<file path="src/rtl/uart_tx_serializer_if.sv">
// uart_tx_serializer_if: byte-write strobe from the pipeline plus serial line and FIFO status back.
interface uart_tx_serializer_if #(
    parameter int FIFO_DEPTH = 16
);
    logic [7:0]                  uart;
    logic                        uartWe;
    logic                        txd;
    logic                        busy;
    logic                        full;
    logic [$clog2(FIFO_DEPTH):0] fifoCount;
    logic                        overflow;
    modport master (output uart, uartWe, input txd, busy, full, fifoCount, overflow);
    modport slave (input uart, uartWe, output txd, busy, full, fifoCount, overflow);
endinterface

</file>
<file path="src/rtl/uart_tx_serializer.sv">
// uart_tx_serializer: FIFO-buffered 8N1 transmitter with back-to-back frames and sticky overflow.
module uart_tx_serializer #(
    parameter int CLKS_PER_BIT = 868,
    parameter int FIFO_DEPTH   = 16
) (
    input logic                 clk,
    input logic                 rst,
    uart_tx_serializer_if.slave bus
);
    localparam int AW = $clog2(FIFO_DEPTH);
    localparam int BW = $clog2(CLKS_PER_BIT);
    localparam logic [AW:0] DEPTH = (AW + 1)'(FIFO_DEPTH);
    localparam logic [BW-1:0] LAST = BW'(CLKS_PER_BIT - 1);
    typedef enum logic [1:0] {IDLE, START, DATA, STOP} state_t;
    state_t        state_q, state_d;
    logic [7:0]    mem_q [FIFO_DEPTH];
    logic [AW-1:0] wr_ptr_q, rd_ptr_q;
    logic [AW:0]   count_q, count_d;
    logic [BW-1:0] baud_q, baud_d;
    logic [2:0]    bit_q, bit_d;
    logic [7:0]    shift_q, shift_d;
    logic          txd_q, txd_d, ovf_q, ovf_d;
    logic          full, empty, bit_end, pop, push;
    assign full  = count_q == DEPTH;
    assign empty = count_q == '0;
    always_comb begin
        bit_end = baud_q == LAST;
        pop     = !empty && (state_q == IDLE || (state_q == STOP && bit_end));
        push    = bus.uartWe && (!full || pop);
        ovf_d   = ovf_q || (bus.uartWe && !push);
        count_d = count_q + (AW + 1)'(push) - (AW + 1)'(pop);
        state_d = state_q;
        baud_d  = bit_end ? '0 : baud_q + 1'b1;
        bit_d   = bit_q;
        shift_d = shift_q;
        case (state_q)
            IDLE:  baud_d = '0;
            START: state_d = bit_end ? DATA : START;
            DATA: if (bit_end) begin
                shift_d = shift_q >> 1;
                bit_d   = bit_q + 1'b1;
                state_d = bit_q == 3'd7 ? STOP : DATA;
            end
            STOP:  state_d = bit_end ? IDLE : STOP;
            default: state_d = IDLE;
        endcase
        // a pop from IDLE or the last stop cycle starts the next frame immediately
        if (pop) begin
            state_d = START;
            shift_d = mem_q[rd_ptr_q];
            baud_d  = '0;
            bit_d   = '0;
        end
        txd_d = state_d == START ? 1'b0 : state_d == DATA ? shift_d[0] : 1'b1;
    end
    always_ff @(posedge clk) begin
        if (rst) begin
            state_q  <= IDLE;
            wr_ptr_q <= '0;
            rd_ptr_q <= '0;
            count_q  <= '0;
            baud_q   <= '0;
            bit_q    <= '0;
            shift_q  <= '0;
            txd_q    <= 1'b1;
            ovf_q    <= 1'b0;
        end else begin
            state_q  <= state_d;
            wr_ptr_q <= wr_ptr_q + AW'(push);
            rd_ptr_q <= rd_ptr_q + AW'(pop);
            count_q  <= count_d;
            baud_q   <= baud_d;
            bit_q    <= bit_d;
            shift_q  <= shift_d;
            txd_q    <= txd_d;
            ovf_q    <= ovf_d;
        end
    end
    always_ff @(posedge clk) begin
        if (push) mem_q[wr_ptr_q] <= bus.uart;
    end
    assign bus.txd       = txd_q;
    assign bus.busy      = state_q != IDLE || !empty;
    assign bus.full      = full;
    assign bus.fifoCount = count_q;
    assign bus.overflow  = ovf_q;
endmodule

</file>
<file path="src/flat_wrapper.sv">
// flat-port wrapper written by rule: the top's interface ports become plain ports
module uart_tx_serializer_flat 
#(
    parameter int CLKS_PER_BIT = 868,
    parameter int FIFO_DEPTH   = 16
)
  (clk, rst, bus_uart, bus_uartWe, bus_txd, bus_busy, bus_full, bus_fifoCount, bus_overflow);
  uart_tx_serializer_if #(.FIFO_DEPTH(FIFO_DEPTH)) bus_i ();
  input logic clk;
  input logic rst;
  input wire logic [$bits(bus_i.uart)-1:0] bus_uart;
  input wire logic [$bits(bus_i.uartWe)-1:0] bus_uartWe;
  output wire logic [$bits(bus_i.txd)-1:0] bus_txd;
  output wire logic [$bits(bus_i.busy)-1:0] bus_busy;
  output wire logic [$bits(bus_i.full)-1:0] bus_full;
  output wire logic [$bits(bus_i.fifoCount)-1:0] bus_fifoCount;
  output wire logic [$bits(bus_i.overflow)-1:0] bus_overflow;
  assign bus_i.uart = bus_uart;
  assign bus_i.uartWe = bus_uartWe;
  assign bus_txd = bus_i.txd;
  assign bus_busy = bus_i.busy;
  assign bus_full = bus_i.full;
  assign bus_fifoCount = bus_i.fifoCount;
  assign bus_overflow = bus_i.overflow;
  uart_tx_serializer #(.CLKS_PER_BIT(CLKS_PER_BIT), .FIFO_DEPTH(FIFO_DEPTH)) u_core (.clk(clk), .rst(rst), .bus(bus_i));
endmodule
</file>
<file path="config.mk">
export PLATFORM = sky130hd
export DESIGN_NAME = uart_tx_serializer_flat
export DESIGN_NICKNAME = d
export VERILOG_FILES = /design/src/rtl/uart_tx_serializer_if.sv /design/src/rtl/uart_tx_serializer.sv /design/src/flat_wrapper.sv
export SDC_FILE = /design/constraint.sdc
export NUM_CORES = 1
export LEC_CHECK = 0
export ABC_CLOCK_PERIOD_IN_PS = 4050
export CORE_MARGIN = 8
export CORE_UTILIZATION = 45
export CTS_CLUSTER_DIAMETER = 80
export DETAILED_ROUTE_END_ITERATION = 6
export PLACE_DENSITY = 0.67
export SYNTH_ARGS = -nofsm -noshare
export SYNTH_HDL_FRONTEND = slang
export SYNTH_SLANG_ARGS = --single-unit
</file>
<file path="constraint.sdc">
create_clock -name clk -period 4.05 [get_ports clk]
set_input_delay 0.6075 -clock clk [delete_from_list [all_inputs] [get_ports clk]]
set_output_delay 0.6075 -clock clk [all_outputs]
set_load 0.01 [all_outputs]
</file>
Yosys cells after proc, flatten, opt, wreduce, memory -nomap -nowiden
Memories as Yosys holds them, arrays and structs flattened. A register that Yosys moved wholly into a read port is not among the register bits.
Cells that the tools add are included.

operators by class
  $add $sub $neg = 6
  equality and inequality tests = 8
  multiplexer cells = 14
  reductions and logical operators = 20

operator list
  cell                                           number
  two-way mux 8 bit                              3
  adder 10 x 1 -> 10 bit, second input constant  1
  == test 10 bit, second input constant          1
  adder 4 x 1 -> 4 bit                           2
  two-way mux 2 bit                              4
  == test 2 bit, second input constant           3
  one-hot mux 2 bit (3 select lines)             1
  nonzero test 2 bit                             3
  adder 5 x 1 -> 5 bit                           1
  == test 5 bit, second input constant           1
  logical NOT 5 bit                              1
  two-way mux 1 bit                              5
  subtractor 5 x 1 -> 5 bit                      1
  == test 2 x 1 -> 1 bit, second input constant  2
  logical AND 1 bit                              4
  logical OR 1 bit                               4
  two-way mux 4 bit                              1
  AND reduction 2 bit                            2
  OR reduction 4 bit                             1
  adder 3 x 1 -> 3 bit, second input constant    1
  == test 3 bit, second input constant           1
  logical NOT 1 bit                              3
  logical NOT 2 bit                              1
  OR reduction 2 bit                             1

storage, ports and cells
  flip-flop bits (word level) = 38
  RAM bits = 128
  input port bits = 11
  word-level logic and storage cells = 59
  memories = 1

memory list
  name          depth  bits a word  read ports  clocked after Yosys merged registers in  write ports  RTL line                  text
  u_core.mem_q  16     8            1           1                                        1            uart_tx_serializer.sv:16  logic [7:0] mem_q [FIFO_DEPTH];

Depth between registers and ports, before layout
Gate-level depths: netlist of run 1.

  depth in word-level cells = 9
  gate-level depth with buffers = 17
  depth with buffers taken out = 15

Least setup slack after synthesis of run 1
No wires, ideal clock.

  path type = register to register
  start point = register u_core.count_q[2] (netlist: u_core.bus.fifoCount[2])
  end point = register u_core.count_q[4] (netlist: u_core.bus.fifoCount[4])
  setup time = 136 ps
  arrival time = 2886 ps
  data required time = 3914 ps
  slack = 1028 ps
  stages on the path, launching flop included = 18
  period minus slack after synthesis = 3022 ps
  path through = dfxtp_1 inv_1 ha_1 nor4b_1 or3_1 buf_2 a21oi_4 buf_6 ha_1 inv_1 ha_1 inv_1 fa_1 inv_1 a21oi_1 nor2_1 or3_1 a21oi_1

on the way
  longest elaborated chain between the ends = 7
  elaborated cells between the ends (all ways) = 9

RTL lines
  element                        RTL line                  text
  start: declaration             uart_tx_serializer.sv:18  logic [AW:0] count_q, count_d;
  start signal: assignment       uart_tx_serializer.sv:71  count_q <= count_d;
  logical NOT 5 bit              uart_tx_serializer.sv:25  assign empty = count_q == '0;
  logical NOT 1 bit              uart_tx_serializer.sv:28  pop = !empty && (state_q == IDLE || (state_q == STOP && bit_end));
  logical AND 1 bit              uart_tx_serializer.sv:28
  logical OR 1 bit               uart_tx_serializer.sv:29  push = bus.uartWe && (!full || pop);
  logical AND 1 bit              uart_tx_serializer.sv:29
  adder 5 x 1 -> 5 bit           uart_tx_serializer.sv:31  count_d = count_q + (AW + 1)'(push) - (AW + 1)'(pop);
  subtractor 5 x 1 -> 5 bit (*)  uart_tx_serializer.sv:31

Every way passes the cells marked *; elsewhere a longest branch is shown, timed or not.
A chain may end at the register's enable or synchronous reset.

Worst setup path in the final report of run 1
  start point = register u_core.count_q[3] (netlist: u_core.bus.fifoCount[3])
  end point = register u_core.count_q[4] (netlist: u_core.bus.fifoCount[4])

Same word-level chain as after synthesis.

==> Implementation_results.wiki, run 1 <==
{| class="wikitable"
! Metric !! Value
|-
| Run status || complete, no violations
|-
| Synth Instances || 435
|-
| Worst relative slew slack || 39.20%
|-
| Number of core rows || 45
|-
| Critical path endpoint category || flip-flop
|-
| Number of warning messages in the yosys log || 0
|-
| Clock latency at the later pin of the worst-skew pair || 0.43 ns
|-
| Area taken by multi-input logic gates || 0.002047 mm^2
|-
| Count of pins over their slew limit || 0
|-
| Layout area overhead || 15.17%
|-
| Synthesized area divided by synthesized cell count || 15.72 um^2
|-
| Post-synth top area share || 56.20%
|-
| Fill cell count || 1203
|-
| Max-cap check violation count || 0
|-
| CTS tree || yes
|-
| Number of endpoints failing setup at the final stage || 0
|-
| Height of the die || 139.3 um
|-
| Area of the mapped netlist || 0.006839 mm^2
|-
| Root cell of the clock tree || clkbuf_16
|-
| Final design instance area without fill || 0.007876 mm^2
|-
| Die width || 139.3 um
|-
| Via count of the first global-routing pass || 3826
|-
| EDFF count, synth || 128
|-
| Final Core Density || 52.39%
|-
| Number of buffers inserted during clock tree synthesis || 17
|-
| Max Fanout on Critical Path || 17
|-
| Number of buffers and inverters on the critical path || 4
|-
| Post-Syn Nets || 460
|-
| CTS hold repair buffers || 0
|-
| Yosys cell types || 47
|-
| Worst EP arrival || 3.44 ns
|-
| FMAX || 0.3233 GHz
|-
| Cell area after placement || 0.007282 mm^2
|-
| I/O pin total || 20
|-
| Sequential area share after synthesis || 67.33%
|-
| Clock transition at the registers of the reported paths || 0.06 ns
|-
| Area of the die || 0.01940 mm^2
|-
| IR drop worst, VDD || 0.0003506 V
|-
| Wirelength per Cell || 19.61 um
|-
| CP max stage delay || 0.40 ns
|-
| Post-CTS Setup Inserts || 0
|-
| FF+latch area || 0.004606 mm^2
|-
| Nature of the critical path startpoint || flip-flop
|-
| Setup repair after global routing missed its margin || no
|-
| Aggregate routed wire length || 13200 um
|-
| Number of antenna cells inserted || 0
|-
| Global route total overflow || 0
|-
| Cell leakage power || 2.657 nW
|-
| Largest cells by area after synthesis || edfxtp_1, dfxtp_1, mux4_2
|-
| Maximum level of the CTS H-tree || 4
|-
| Post-detailed-placement half-perimeter wirelength || 8620 um
|-
| Number of routed nets with antenna violations || 0
|-
| Worst setup path class || flip-flop to flip-flop
|-
| Fraction of final layout cells with drive strength greater than 1 || 16.49%
|-
| Final count of hold timing violations || 0
|-
| Minimum period implied by the final worst setup slack || 3.093 ns
|-
| Detailed Route Iter0 Violations || 277
|-
| Worst clock skew || 0.02461 ns
|-
| Crit path setup slack, layout || 0.9574 ns
|-
| Cell with the largest stage delay on the worst path || o21ai_4
|-
| GRT Util Overall || 14.58%
|-
| Final routed DRC violation total || 0
|-
| Antenna violations before repair || 0
|-
| Actual transition at the worst max-transition pin || 0.9086 ns
|-
| Via density per instance || 5.588
|-
| Setup Total Neg Slack || 0 ns
|-
| Register bit total from synthesis || 166
|-
| Period utilization || 76.36%
|-
| Global placement routability congestion || 0.7541
|-
| Number of nets at the end of the flow || 497
|-
| Power density over the cells || 599.1 mW/mm^2
|-
| Library cell occupying the most area in the post-synthesis netlist || edfxtp_1
|-
| Kind of cell adding the most delay to the critical path || simple AND/OR/NAND/NOR gates
|-
| Asr flop ratio synth || 0%
|-
| Global-route wire length before repair || 21440 um
|-
| Worst setup slack before clock tree synthesis || 0.9324 ns
|-
| Via count of the routed design || 3761
|-
| Required time reported for the critical path endpoint || 4.39 ns
|-
| Clock buffer depth || 2
|-
| Cells traversed along the worst timing path || inv_1 > ha_1 > nor4b_1 > or3_1 > a21oi_4 > o21ai_4 > inv_1 > ha_1 > inv_1 > fa_1 > inv_1 > a21oi_1 > nor2_1 > or3_1 > a21oi_1
|-
| Clock sink total || 166
|-
| Final worst hold slack || 0.4468 ns
|-
| Iteration count of the initial detailed-routing pass || 4
|-
| PostCTS Resize Cnt || 0
|-
| Pin count of the biggest net entering global routing || 25
|-
| Core box area || 0.01503 mm^2
|-
| Initial core utilization || 45.49%
|-
| Worst Hold Class || flip-flop to flip-flop
|-
| Crit path top cell by count || inv_1
|-
| Commonest register cell after synthesis || edfxtp_1
|-
| Port Buf Inserts || 19
|}
==> where the power goes <==
group / switching [W] / internal [W]
Sequential: 0.000150 / 0.00195
Clock: 0.000682 / 0.000926
Combinational: 0.000477 / 0.000533
Total: 0.00131 / 0.00341
==> final timing paths <==
check / startpoint / to / slack [ns] / cells past startpoint
max: u_core.bus.fifoCount[3] / u_core.bus.fifoCount[4] / 0.96 / 15
min: u_core.bus.overflow / u_core.bus.overflow / 0.45 / 2
max reg2reg: u_core.bus.fifoCount[3] / u_core.bus.fifoCount[4] / 0.96 / 15
min reg2reg: u_core.bus.overflow / u_core.bus.overflow / 0.45 / 2
==> tightest hold or removal path, delay by kind of cell (launching register included) <==
kind | cells | cell delay [ns]
AO/OA/AOI/OAI | 1 | 0.05
buffers and inverters | 1 | 0.05
flip-flops | 1 | 0.31
==> synth_stat cells, drive strengths merged (2+ instances only) <==
cell,instances
o21ai,7
buf,13
a221oi,5
nor2,33
nor2b,11
nand2,8
nand2b,4
or3,3
xor2,11
and3,10
o211ai,5
nor3,19
edfxtp,128
clkbuf,7
xnor2,6
nor4,11
dfxtp,38
a21oi,6
mux2i,27
nand4,3
inv,13
ha,13
and4b,2
nand3b,2
a22oi,5
mux4,23
nand3,8
==> cell families (layout without fill, tap and decap cells) <==
logic type               after synthesis  count (layout)  synth area share [%]
AO/OA/AOI/OAI                         35              35                 3.861
XOR/XNOR                              17              17                 2.177
adder cells (fa/ha/maj)               14              14                 2.671
buffers and inverters                 33              83                 2.836
flip-flops                           166             166                 67.33
multiplexers                          51              51                 11.69
AND/OR/NAND/NOR                      119             119                 9.440
==> area by class of cell <==
| type | count | share of cell area, % |
|---|---|---|
| Clock inverter | 14 | 2.097 |
| Tap cell | 188 | 2.987 |
| Inverter | 13 | 0.6195 |
| Multi-Input combinational cell | 236 | 25.99 |
| Clock buffer | 18 | 5.449 |
| Timing Repair Buffer | 38 | 4.384 |
| Sequential cell | 166 | 58.48 |
==> through the flow <==
| step | power [W] | std cells |
|---|---|---|
| floorplan | 0.002922 | 435 |
| global placement | 0.003136 | 641 |
| detailed placement | 0.003166 | 641 |
| CTS | 0.004781 | 673 |
| global route | 0.004972 | 673 |
| finish | 0.004719 | 673 |
==> registers in the layout (all words and copies together), names as in the netlist <==
name	cells
u_core.state_q	2
u_core.shift_q	8
u_core.mem_q	128
u_core.wr_ptr_q	4
u_core.bus.txd	1
u_core.baud_q	10
u_core.rd_ptr_q	4
u_core.bus.overflow	1
u_core.bus.fifoCount	5
u_core.bit_q	3
==> per-layer routing <==
layer,vias up,GRT usage [%],wire length (um)
li1,1750,-,-
met1,1904,17.93,5634
met2,103,23.67,6614
met3,4,4.822,848
met4,0,5.084,100
met5,-,0,0
==> cell usage in the layout (no fill, tap or decap), types with 2 or more instances in the layout <==
cell / instances
clkdlybuf4s50_1: 19
nor3_1: 19
nor2b_1: 11
inv_6: 3
clkbuf_16: 17
a221oi_1: 5
ha_1: 13
o211ai_1: 5
bufinv_16: 2
and4b_1: 2
nand2_1: 8
nand2b_1: 4
nor2_1: 33
mux2i_1: 27
buf_4: 18
nand3_1: 8
nand4_1: 3
a22oi_1: 5
mux4_2: 23
and3_1: 10
inv_1: 13
a21oi_1: 5
edfxtp_1: 128
clkinvlp_4: 2
clkinv_4: 3
nor4_2: 4
nor4_1: 7
xor2_1: 11
o21ai_0: 6
xnor2_1: 6
inv_8: 3
nand3b_1: 2
dfxtp_1: 37
or3_1: 3
Note: power is estimated with default switching activity, not from simulation.
==> inputs of run 2 (changes only) <==
--- a/config.mk
+++ b/config.mk
@@ -5,12 +5,12 @@
 export SDC_FILE = /design/constraint.sdc
 export NUM_CORES = 1
 export LEC_CHECK = 0
-export ABC_CLOCK_PERIOD_IN_PS = 4050
+export ABC_CLOCK_PERIOD_IN_PS = 2700
 export CORE_MARGIN = 8
 export CORE_UTILIZATION = 45
 export CTS_CLUSTER_DIAMETER = 80
 export DETAILED_ROUTE_END_ITERATION = 6
-export PLACE_DENSITY = 0.67
+export PLACE_DENSITY = 0.7
 export SYNTH_ARGS = -nofsm -noshare
 export SYNTH_HDL_FRONTEND = slang
 export SYNTH_SLANG_ARGS = --single-unit
==> constraint.sdc (replaced) <==
create_clock -name clk -period 2.7 [get_ports clk]
set_input_delay 0.405 -clock clk [delete_from_list [all_inputs] [get_ports clk]]
set_output_delay 0.405 -clock clk [all_outputs]
set_load 0.01 [all_outputs]
==> run 2 against run 1 <==
Sequential cell count did not move. Fmax rose by 15%. Sequential power rose by 48%. Combinational power rose by 85%. Highest routed layer unchanged.
==> Implementation_results.wiki, run 2 (synthesis results as in run 1) <==
{| class="wikitable"
! Metric !! Value
|-
| Fraction of met2 tracks used by global routing || 24.39% (was 23.67%)
|-
| Count of pins over their slew limit || 0 (unchanged)
|-
| Cells on worst reg2reg path || 15 (unchanged)
|-
| Post-detailed-placement half-perimeter wirelength || 9053 um (was 8620 um)
|-
| Period utilization || 99.28% (was 76.36%)
|-
| Switching power || 0.002081 W (was 0.001309 W)
|-
| Clock network fraction of design power || 31.7% (was 34.1%)
|-
| Hold Path Depth || 1 (was 2)
|-
| Flip-flop count of the largest register after layout || 128 (unchanged)
|-
| Via count of the routed design || 3726 (was 3761)
|-
| Reg2reg start || u_core.bus.fifoCount[3] (unchanged)
|-
| FMAX || 0.3731 GHz (was 0.3233 GHz)
|-
| Worst clock skew || 0.01030 ns (was 0.02461 ns)
|-
| Cell with the largest stage delay on the worst path || or3_4 (was o21ai_4)
|-
| Antenna violations before repair || 0 (unchanged)
|-
| Maximum level of the CTS H-tree || 4 (unchanged)
|-
| Final routed DRC violation total || 0 (unchanged)
|-
| Via density per instance || 5.400 (was 5.588)
|-
| Core box area || 0.01503 mm^2 (unchanged)
|-
| Global-route wire length before repair || 21420 um (was 21440 um)
|-
| Via count of the first global-routing pass || 3959 (was 3826)
|-
| Number of buffers inserted during clock tree synthesis || 17 (unchanged)
|-
| GRT Util Overall || 14.45% (was 14.58%)
|-
| Setup repair after global routing missed its margin || yes (was no)
|-
| Slack of the worst reg-to-reg path || 0.02 ns (was 0.96 ns)
|-
| Power density over the cells || 895.6 mW/mm^2 (was 599.1 mW/mm^2)
|-
| Nature of the critical path startpoint || flip-flop (unchanged)
|-
| Die width || 139.3 um (unchanged)
|-
| Worst Hold Class || flip-flop to flip-flop (unchanged)
|-
| Cell leakage power || 2.747 nW (was 2.657 nW)
|-
| Fraction of final layout cells with drive strength greater than 1 || 25.50% (was 16.49%)
|-
| Comb pwr share || 25.7% (was 21.4%)
|-
| Clock sink total || 166 (unchanged)
|-
| Worst EP arrival || 3.03 ns (was 3.44 ns)
|-
| Worst setup path class || flip-flop to flip-flop (unchanged)
|-
| Initial core utilization || 45.49% (unchanged)
|-
| Cells traversed along the worst timing path || inv_4 > ha_4 > nor4b_4 > or3_4 > a21oi_4 > ha_4 > inv_2 > ha_4 > inv_2 > fa_2 > inv_2 > a21oi_2 > nor2_1 > or3_1 > a21oi_2 (was inv_1 > ha_1 > nor4b_1 > or3_1 > a21oi_4 > o21ai_4 > inv_1 > ha_1 > inv_1 > fa_1 > inv_1 > a21oi_1 > nor2_1 > or3_1 > a21oi_1)
|-
| Worst relative slew slack || 51.39% (was 39.20%)
|-
| Root cell of the clock tree || clkbuf_16 (unchanged)
|-
| Number of antenna cells inserted || 0 (unchanged)
|-
| Max-cap check violation count || 0 (unchanged)
|-
| Aggregate routed wire length || 13450 um (was 13200 um)
|-
| Number of endpoints failing setup at the final stage || 0 (unchanged)
|-
| Required time reported for the critical path endpoint || 3.05 ns (was 4.39 ns)
|-
| Number of nets at the end of the flow || 515 (was 497)
|-
| Port Buf Inserts || 19 (unchanged)
|-
| Run status || complete, no violations (unchanged)
|-
| Capture point of the worst reg-to-reg path || u_core.bus.fifoCount[4] (unchanged)
|-
| I/O pin total || 20 (unchanged)
|-
| Commonest cells after routing, fill and taps aside || edfxtp_1, buf_4, dfxtp_1, nor2_1, mux2i_1 (was edfxtp_1, dfxtp_1, nor2_1, mux2i_1, mux4_2)
|-
| Number of buffers and inverters on the critical path || 4 (unchanged)
|-
| Biggest regs || u_core.mem_q: 128 flops, u_core.baud_q: 10 flops, u_core.shift_q: 8 flops (unchanged)
|-
| Global route total overflow || 0 (unchanged)
|-
| IR drop worst, VDD || 0.0006567 V (was 0.0003506 V)
|-
| Max Fanout on Critical Path || 3 (was 17)
|-
| Start point of the worst hold path || u_core.baud_q[0] (was u_core.bus.overflow)
|-
| Number of routed nets with antenna violations || 0 (unchanged)
|-
| Iteration count of the initial detailed-routing pass || 4 (unchanged)
|-
| Worst setup slack before clock tree synthesis || -0.03839 ns (was 0.9324 ns)
|-
| Overall power after layout || 0.007275 W (was 0.004719 W)
|-
| Detailed Route Iter0 Violations || 210 (was 277)
|-
| Kind of cell adding the most delay to the critical path || simple AND/OR/NAND/NOR gates (unchanged)
|-
| Crit path setup slack, layout || 0.01943 ns (was 0.9574 ns)
|-
| Wirelength per Cell || 19.49 um (was 19.61 um)
|-
| Met3 demand-to-capacity share in global routing || 4.275% (was 4.822%)
|-
| Internal power contribution || 0.005194 W (was 0.003410 W)
|-
| Met1 track utilization from global routing || 17.34% (was 17.93%)
|-
| Actual transition at the worst max-transition pin || 0.7281 ns (was 0.9086 ns)
|-
| Height of the die || 139.3 um (unchanged)
|-
| Highest-utilization routing layer at the global route stage || met2 (unchanged)
|-
| Hold-critical path endpoint || u_core.baud_q[0] (was u_core.bus.overflow)
|-
| Number of core rows || 45 (unchanged)
|-
| Sequential cell fraction of total power || 42.6% (was 44.5%)
|-
| Clock latency at the later pin of the worst-skew pair || 0.42 ns (was 0.43 ns)
|-
| Biggest register || u_core.mem_q (unchanged)
|-
| Final count of hold timing violations || 0 (unchanged)
|-
| Fraction of power spent switching nets || 28.61% (was 27.74%)
|-
| CTS tree || yes (unchanged)
|-
| Most common library cell in the layout ignoring fill and taps || edfxtp_1 (unchanged)
|-
| CP max stage delay || 0.39 ns (was 0.40 ns)
|-
| Global placement routability congestion || 0.7510 (was 0.7541)
|-
| Pin count of the biggest net entering global routing || 21 (was 25)
|-
| Area of the die || 0.01940 mm^2 (unchanged)
|-
| Clock buffer depth || 2 (unchanged)
|-
| Clock transition at the registers of the reported paths || 0.07 ns (was 0.06 ns)
|-
| Critical path endpoint category || flip-flop (unchanged)
|-
| Layout area overhead || 18.77% (was 15.17%)
|-
| Minimum period implied by the final worst setup slack || 2.681 ns (was 3.093 ns)
|-
| Final worst hold slack || 0.4495 ns (was 0.4468 ns)
|}
==> run 2: cell types whose count changed in the layout (fill, tap and decap cells not counted), sizes merged <==
cell and delta:
clkinv +1, bufinv -1, buf +18, clkbuf -1
==> run 2: repair_timing <==
action,CTS,global route
setup endpoints to repair,1,1
pin swaps,4,8
hold buffers,0,0
buffers inserted,2,3
resized for setup,1,7
==> run 2: how the worst max path moves through the flow <==
stage                                    to  slack (ns)  depth (start not counted)                     from
finish              u_core.bus.fifoCount[4]        0.02                         15  u_core.bus.fifoCount[3]
floorplan           u_core.bus.fifoCount[4]       -0.17                         17  u_core.bus.fifoCount[3]
global route        u_core.bus.fifoCount[4]       -0.07                         15  u_core.bus.fifoCount[3]
detailed placement  u_core.bus.fifoCount[4]       -0.04                         15  u_core.bus.fifoCount[3]
global placement    u_core.bus.fifoCount[4]        0.03                         15  u_core.bus.fifoCount[3]
CTS                 u_core.bus.fifoCount[4]        0.01                         15  u_core.bus.fifoCount[3]
==> run 2: worst register-to-register path, cell delays in order (launching register included) <==
cell	delay, ns
dfxtp_4	0.37
inv_4	0.04
ha_4	0.15
nor4b_4	0.12
or3_4	0.40
a21oi_4	0.22
ha_4	0.17
inv_2	0.03
ha_4	0.15
inv_2	0.05
fa_2	0.22
inv_2	0.04
a21oi_2	0.10
nor2_1	0.06
or3_1	0.37
a21oi_2	0.13
==> run 2: power by group through the flow <==
stage / combinational (W) / clock, W / sequential [W]
after floorplan: 0.00140 / 0 / 0.00309
after global placement: 0.00171 / 0 / 0.00315
after detailed placement: 0.00175 / 0 / 0.00316
after CTS: 0.00180 / 0.00234 / 0.00310
after global routing: 0.00204 / 0.00243 / 0.00313
final: 0.00187 / 0.00231 / 0.00310
==> run 2: per-layer routing <==
metal / part of all wire (%) / vias to the layer above
met4: 1.6 / 0
li1: - / 1793
met3: 4.5 / 14
met2: 50 / 68
met5: 0 / -
met1: 43 / 1851
==> run 2: cell type report <==
class                      instances  area [um^2]
timing repair buffer              56        471.7
clock buffer                      17        425.4
multi-input combinational        236         2187
inverter                          13        51.30
clock inverter                    14        141.4
sequential                       166         4611
tap                              188        235.2
fill                            1180         6910
==> run 2: through the flow <==
stage / setup TNS [ns] / util [%] / area [um^2] / cells
after floorplan: -0.1669 / - / 6973 / 435
after global placement: 0 / 49.86 / 7496 / 655
after detailed placement: -0.03839 / 49.86 / 7496 / 655
after CTS: 0 / 53.77 / 8083 / 688
after global routing: -0.07431 / 54.03 / 8123 / 690
final: 0 / 54.03 / 8123 / 690
==> inputs of run 3 (changes only) <==
--- a/config.mk
+++ b/config.mk
@@ -11,6 +11,7 @@
 export CTS_CLUSTER_DIAMETER = 80
 export DETAILED_ROUTE_END_ITERATION = 6
 export PLACE_DENSITY = 0.7
+export SLEW_MARGIN = 5
 export SYNTH_ARGS = -nofsm -noshare
 export SYNTH_HDL_FRONTEND = slang
 export SYNTH_SLANG_ARGS = --single-unit
==> results of run 3 <==
The final DEF is identical to that of run 2; final timing and power are the same.
